==> config.mk <==
export PLATFORM = sky130hd
export DESIGN_NAME = mem_port_arbiter
export DESIGN_NICKNAME = d
export VERILOG_FILES = /design/src/rtl/mem_port_arbiter.sv
export SDC_FILE = /design/constraint.sdc
export NUM_CORES = 1
export LEC_CHECK = 0
export BUFFER_PORTS_ARGS = -buffer_cell sky130_fd_sc_hd__buf_2
export CAP_MARGIN = 30
export CORE_AREA = 3 3 104 106
export CTS_BUF_LIST = sky130_fd_sc_hd__clkbuf_8
export DETAILED_ROUTE_END_ITERATION = 12
export DIE_AREA = 0 0 107 109
export HOLD_SLACK_MARGIN = 0.12
export PLACE_DENSITY = 0.55
export SYNTH_ARGS = -nofsm -noshare
export SYNTH_HDL_FRONTEND = slang
export SYNTH_SLANG_ARGS = --single-unit
==> constraint.sdc <==
create_clock -name CLK -period 3.7 [get_ports CLK]
set_input_delay 0.555 -clock CLK [delete_from_list [all_inputs] [get_ports CLK]]
set_output_delay 0.555 -clock CLK [all_outputs]
set_load 0.03 [all_outputs]
==> src/rtl/mem_port_arbiter.sv <==
// -----------------------------------------------------------------------------
// mem_port_arbiter
//
// Shares one memory port between the instruction-fetch master and the data
// load/store master. Both sides speak req/gnt/r_valid. The request and
// response paths are purely combinational, so the arbiter adds no latency.
// Only one memory transaction may be outstanding at a time. Arbitration is
// round-robin. A stalled winner keeps the port through a grant lock until it
// is accepted.
//
// Ports:
//   CLK, RES_N         clock (rising edge), asynchronous active-low reset
//   instr_req/addr     fetch request, held until instr_gnt
//   instr_gnt          fetch request accepted this cycle
//   instr_r_valid      fetch response valid, qualifies instr_rdata
//   instr_rdata        fetch read data (always mirrors mem_rdata)
//   data_req/addr/...  load/store request (write_enable, wdata), held until gnt
//   data_gnt           data request accepted this cycle
//   data_r_valid       data response valid (reads and writes)
//   data_rdata         load read data (always mirrors mem_rdata)
//   mem_req/addr/we/wdata  request to memory; all zero when mem_req is low
//   mem_gnt            memory accepted mem_req
//   mem_r_valid/rdata  memory response
// -----------------------------------------------------------------------------
module mem_port_arbiter #(
  parameter int ADDR_W = 32,
  parameter int DATA_W = 32
) (
  input  logic              CLK,
  input  logic              RES_N,
  // instruction fetch master
  input  logic              instr_req,
  input  logic [ADDR_W-1:0] instr_addr,
  output logic              instr_gnt,
  output logic              instr_r_valid,
  output logic [DATA_W-1:0] instr_rdata,
  // data load/store master
  input  logic              data_req,
  input  logic [ADDR_W-1:0] data_addr,
  input  logic              data_write_enable,
  input  logic [DATA_W-1:0] data_wdata,
  output logic              data_gnt,
  output logic              data_r_valid,
  output logic [DATA_W-1:0] data_rdata,
  // memory slave
  output logic              mem_req,
  output logic [ADDR_W-1:0] mem_addr,
  output logic              mem_we,
  output logic [DATA_W-1:0] mem_wdata,
  input  logic              mem_gnt,
  input  logic              mem_r_valid,
  input  logic [DATA_W-1:0] mem_rdata
);

  typedef enum logic {
    IDLE      = 1'b0,
    WAIT_RESP = 1'b1
  } state_t;

  // Master encoding used by owner / last_grant / lock_sel / winner.
  localparam logic SEL_INSTR = 1'b0;
  localparam logic SEL_DATA  = 1'b1;

  state_t state_reg, state_next;
  logic   owner_reg, owner_next;
  logic   last_grant_reg, last_grant_next;
  logic   lock_valid_reg, lock_valid_next;
  logic   lock_sel_reg, lock_sel_next;

  logic   winner;
  logic   winner_req;
  logic   req_out;

  // Read data is never gated; only r_valid qualifies it.
  assign instr_rdata = mem_rdata;
  assign data_rdata  = mem_rdata;

  // Winner selection. A lock pins the selection to a stalled master so the
  // request presented to memory cannot change underneath it.
  always_comb begin
    winner = SEL_INSTR;
    if (lock_valid_reg) begin
      winner = lock_sel_reg;
    end else if (instr_req && data_req) begin
      winner = ~last_grant_reg;
    end else if (data_req) begin
      winner = SEL_DATA;
    end
  end

  assign winner_req = (winner == SEL_DATA) ? data_req : instr_req;

  // Outputs are forced low while reset is held, even though the inputs may
  // still be requesting, hence the RES_N term.
  assign req_out = RES_N && (state_reg == IDLE) && winner_req;

  // State register
  always_ff @(posedge CLK or negedge RES_N) begin
    if (!RES_N) begin
      state_reg      <= IDLE;
      owner_reg      <= SEL_INSTR;
      last_grant_reg <= SEL_DATA;   // instr wins the first tie
      lock_valid_reg <= 1'b0;
      lock_sel_reg   <= SEL_INSTR;
    end else begin
      state_reg      <= state_next;
      owner_reg      <= owner_next;
      last_grant_reg <= last_grant_next;
      lock_valid_reg <= lock_valid_next;
      lock_sel_reg   <= lock_sel_next;
    end
  end

  // Next-state and output logic
  always_comb begin
    state_next      = state_reg;
    owner_next      = owner_reg;
    last_grant_next = last_grant_reg;
    lock_valid_next = lock_valid_reg;
    lock_sel_next   = lock_sel_reg;

    mem_req       = 1'b0;
    mem_addr      = '0;
    mem_we        = 1'b0;
    mem_wdata     = '0;
    instr_gnt     = 1'b0;
    data_gnt      = 1'b0;
    instr_r_valid = 1'b0;
    data_r_valid  = 1'b0;

    case (state_reg)
      IDLE: begin
        if (req_out) begin
          mem_req = 1'b1;
          if (winner == SEL_DATA) begin
            mem_addr  = data_addr;
            mem_we    = data_write_enable;
            mem_wdata = data_wdata;
            data_gnt  = mem_gnt;
          end else begin
            mem_addr  = instr_addr;
            instr_gnt = mem_gnt;
          end

          if (mem_gnt) begin
            owner_next      = winner;
            last_grant_next = winner;
            lock_valid_next = 1'b0;
            state_next      = WAIT_RESP;
          end else begin
            lock_valid_next = 1'b1;
            lock_sel_next   = winner;
          end
        end else if (lock_valid_reg) begin
          // Locked master withdrew its request without a grant: release it.
          lock_valid_next = 1'b0;
        end
        // mem_r_valid arriving here is a stray response and is dropped.
      end

      WAIT_RESP: begin
        if (mem_r_valid && RES_N) begin
          if (owner_reg == SEL_DATA) begin
            data_r_valid = 1'b1;
          end else begin
            instr_r_valid = 1'b1;
          end
          // Return to IDLE; the next grant can only happen next cycle.
          state_next = IDLE;
        end
      end

      default: begin
        state_next = IDLE;
      end
    endcase
  end

endmodule
Yosys cells after proc, flatten, opt, wreduce, memory -nomap -nowiden
Index checks and enable logic that the tools add are counted.
{ "classes": {"mux": 33, "bitwise": 3, "reduce_logical": 6} }
{ "op_table": {"columns": ["op", "n"], "rows": [
  ["$mux 32", 6],
  ["$mux 1", 26],
  ["$reduce_and 3->1", 2],
  ["$logic_and 1x1->1", 4],
  ["$not 1->1", 3],
  ["$pmux 1 s2", 1]
]} }
{ "totals": {"reg_bits": 5, "output_inout_bits": 134, "word_cells": 47} }

Logic depth before layout (Yosys ltp)
{ "logic_depth": {"depth_word": 7, "ltp_mapped": 6, "ltp_nobuf": 3} }

Worst setup path after synthesis
No wires, ideal clock.
{ "synth_path": {"path_type": "input-to-output", "startpoint": "input instr_req", "endpoint": "output mem_addr[10]", "arrival_ps": 1836, "required_time_ps": 3145, "path_slack_ps": 1309, "cell_stages": 6, "n_path_buf": 3, "path_cell_list": "buf_6 -> a21bo_1 -> o21a_1 -> buf_6 -> buf_6 -> mux2i_1"} }
{ "synth_via": {"elab_chain_cells": 7} }
{ "synth_rtl": {"columns": ["item", "line_no", "source"], "rows": [
  ["from (decl)", "32", "input logic instr_req,"],
  ["$logic_and 1x1->1", "84", "end else if (instr_req && data_req) begin"],
  ["$mux 1", "84", null],
  ["$mux 1", "82", "if (lock_valid_reg) begin"],
  ["$mux 1", "91", "assign winner_req = (winner == SEL_DATA) ? data_req : instr_req;"],
  ["$logic_and 1x1->1", "95", "assign req_out = RES_N && (state_reg == IDLE) && winner_req;"],
  ["$mux 32 *", "133", "if (req_out) begin"],
  ["$mux 32 *", "131", "case (state_reg)"],
  ["to (decl)", "47", "output logic [ADDR_W-1:0] mem_addr,"]
]} }
Mark *: on every way between the ends. The rest lies on a longest branch, timed or not.

Worst setup path after layout
{ "layout_path": {"startpoint": "input RES_N", "endpoint": "output mem_wdata[23]"} }
{ "layout_via": {"elab_chain_cells": 4} }
{ "layout_rtl": {"columns": ["item", "line_no", "source"], "rows": [
  ["from (decl)", "30", "input logic RES_N,"],
  ["$logic_and 1x1->1 (2 in a row)", "95", null],
  ["$mux 32", "133", null],
  ["$mux 32", "131", null],
  ["to (decl)", "49", "output logic [DATA_W-1:0] mem_wdata,"]
]} }
No other way between the ends.

==> results.json <==
{
  "synth_seq_area_share": 0.06927,
  "critPathMaxFanout": 34,
  "gp_congestion": 0.9302,
  "synth_ff_type": "dfrtp_1",
  "p_per_area_mw_per_mm2": 398.8,
  "slew_headroom": 0.3972,
  "vias": 2168,
  "fin_crit_sh": 0.8010,
  "synth_seq_cells": 5,
  "synthSimpleGateAreaFrac": 0.3587,
  "multi_input_area_sq_mm": 0.001059,
  "antenna_found_initial": 0,
  "dp_hpwl_um": 5574,
  "cts_tree": "built",
  "dieArea_sq_mm": 0.01166,
  "syn_inst": 255,
  "rows": 36,
  "htree_levels": 1,
  "ant_nets": 0,
  "holdBufCountCts": 0,
  "utilization": 0.2350,
  "crit_type": "input pin to output port",
  "async_flop_share": 1.000,
  "cts_buffer_depth": 2,
  "post_cts_buffers": 0,
  "synth-compound-area-share": 0.04115,
  "grt_pass1_vias": 2083,
  "synthAdderAreaFrac": 0,
  "synthXorXnorAreaFrac": 0,
  "power_leakage_nw": 1.447,
  "final_common_cell": "buf_2",
  "netlist_area_sq_mm": 0.001824,
  "grt_overflow": 0,
  "syn_to_final_growth_pct": 27.09,
  "syn_avg_cell_area_sq_um": 7.154,
  "totalNegativeSetupSlack_ps": 0,
  "post_drt_wl_per_cell_um": 14.57,
  "drcViolationCount": 0,
  "layout_common_cells": "172 x buf_2, 34 x nand3_1, 34 x nand4_1, 33 x and3_1, 32 x mux2i_1",
  "critPathRequiredTime_ps": 3140,
  "crit_path_start_kind": "input pin",
  "synthMuxAreaShare": 0.1756,
  "firstDrtPassIters": 6,
  "grt_max_degree": 43,
  "die_w_um": 107,
  "nNetsFinal": 479,
  "cts_resized": 0,
  "start_util": 0.1849,
  "yosysWarnings": 0,
  "worstHoldPathType": "input pin to async pin",
  "drv_cap": 0,
  "hold_viol_final": 0,
  "clk_latency_ps": 230,
  "slew_viol_final": 0,
  "port_buffers": 172,
  "synthDistinctLibCells": 24,
  "numCtsBuffers": 3,
  "cp-startpoint": "RES_N",
  "die_h_um": 109,
  "skew_ps": 2.016,
  "rsz0062_at_grt": "no",
  "synth_edf_count": 0,
  "path_clk_slew_ps": 40,
  "r2r_cells": 4,
  "synth_top_family_by_area": "simple AND/OR/NAND/NOR gates",
  "num_antenna_cells": 0,
  "drt_iter0_drc": 92,
  "track_usage": 0.1093,
  "r2r_start": "last_grant_reg$_DFFE_PN1P_",
  "ios": 269,
  "fillers": 1119,
  "arrival_ps": 2410,
  "core_sq_mm": 0.009864,
  "cp-end-kind": "output port",
  "worstMarginPinSlew_ps": 904.2,
  "fmax_mhz": 337.4,
  "final.min_clock_period_ps": 2964,
  "cts_root_buf": "clkbuf_8",
  "viasPerCell": 4.555,
  "max-vdd-ir-drop_mv": 0.09818,
  "final-setup-viol-count": 0,
  "cts.sinks": 5,
  "drive_gt1_frac": 0.5394,
  "totalWireLength_um": 6933,
  "outcome": "complete, no violations",
  "grt_pass1_wl_um": 10410,
  "seqCellArea_sq_um": 126.4,
  "synth_fp_nets": 390
}
-- synthesized netlist by cell type, types with 3 or more instances --
cell | count | area [sq um]
clkbuf_1 | 19 | 71.32
nand3_1 | 34 | 170.2
and3_1 | 33 | 206.5
nand2_1 | 4 | 15.01
buf_4 | 64 | 480.5
buf_2 | 5 | 25.02
nand4_1 | 34 | 212.7
o2bb2ai_1 | 3 | 26.28
dfrtp_1 | 4 | 100.1
buf_6 | 6 | 67.56
mux2i_1 | 32 | 320.3
-- metrics by stage --
stage                     hold WS, ps  area, sq um  power (mW)  cells  worst slack [ps]
after floorplan                 259.4         1824      0.7685    255              1309
after global placement          386.5         2273      0.8192    472             831.4
after detailed placement        390.8         2273      0.8280    472             770.3
after CTS                       151.6         2318      0.9336    476             767.1
after global routing            158.7         2318      0.9930    476             548.7
final                           152.2         2318      0.9246    476             736.4
-- where the power goes --
group / internal (mW) / switching [mW] / total, mW
clock: 0.0713 / 0.0295 / 0.101
combinational: 0.249 / 0.470 / 0.719
sequential: 0.0809 / 0.0236 / 0.105
-- worst max-delay path: stages --
cell and delay, ps:
buf_2 170, nor2b_4 170, buf_4 280, and2_1 750, and3_1 270, buf_2 200
-- kinds of logic after synthesis --
family          Yosys count
mux                      32
compound gates           10
flops                     5
buf+inv                  95
simple gates            113
-- layer usage --
metal	vias up	global-route usage	wire [um]
met1	962	0.1198	2491
met5	-	0	0
met2	139	0.2028	3464
li1	1038	-	-
met4	0	0.05388	252
met3	29	0.01895	725
-- worst paths after layout --
| kind | to | slack (ps) |
|---|---|---|
| max in group asynchronous | last_grant_reg$_DFFE_PN1P_ | 3320 |
| worst min-delay path | state_reg$_DFF_PN0_ | 150 |
| worst max-delay path | mem_wdata[23] | 740 |
| worst min register to register | last_grant_reg$_DFFE_PN1P_ | 480 |
| worst max register to register | owner_reg$_DFFE_PN0P_ | 2080 |
| min in group CLK | last_grant_reg$_DFFE_PN1P_ | 480 |
-- layout make-up --
cell class              count  share of cell area
repair buffers            178              0.3961
multi-input cells         155              0.4566
well taps                 133             0.07178
flip-flops and latches      5             0.05451
clock buffers               3             0.01781
inverters                   1            0.001619
clock inverters             1            0.001619
(Power assumes the default switching activity.)
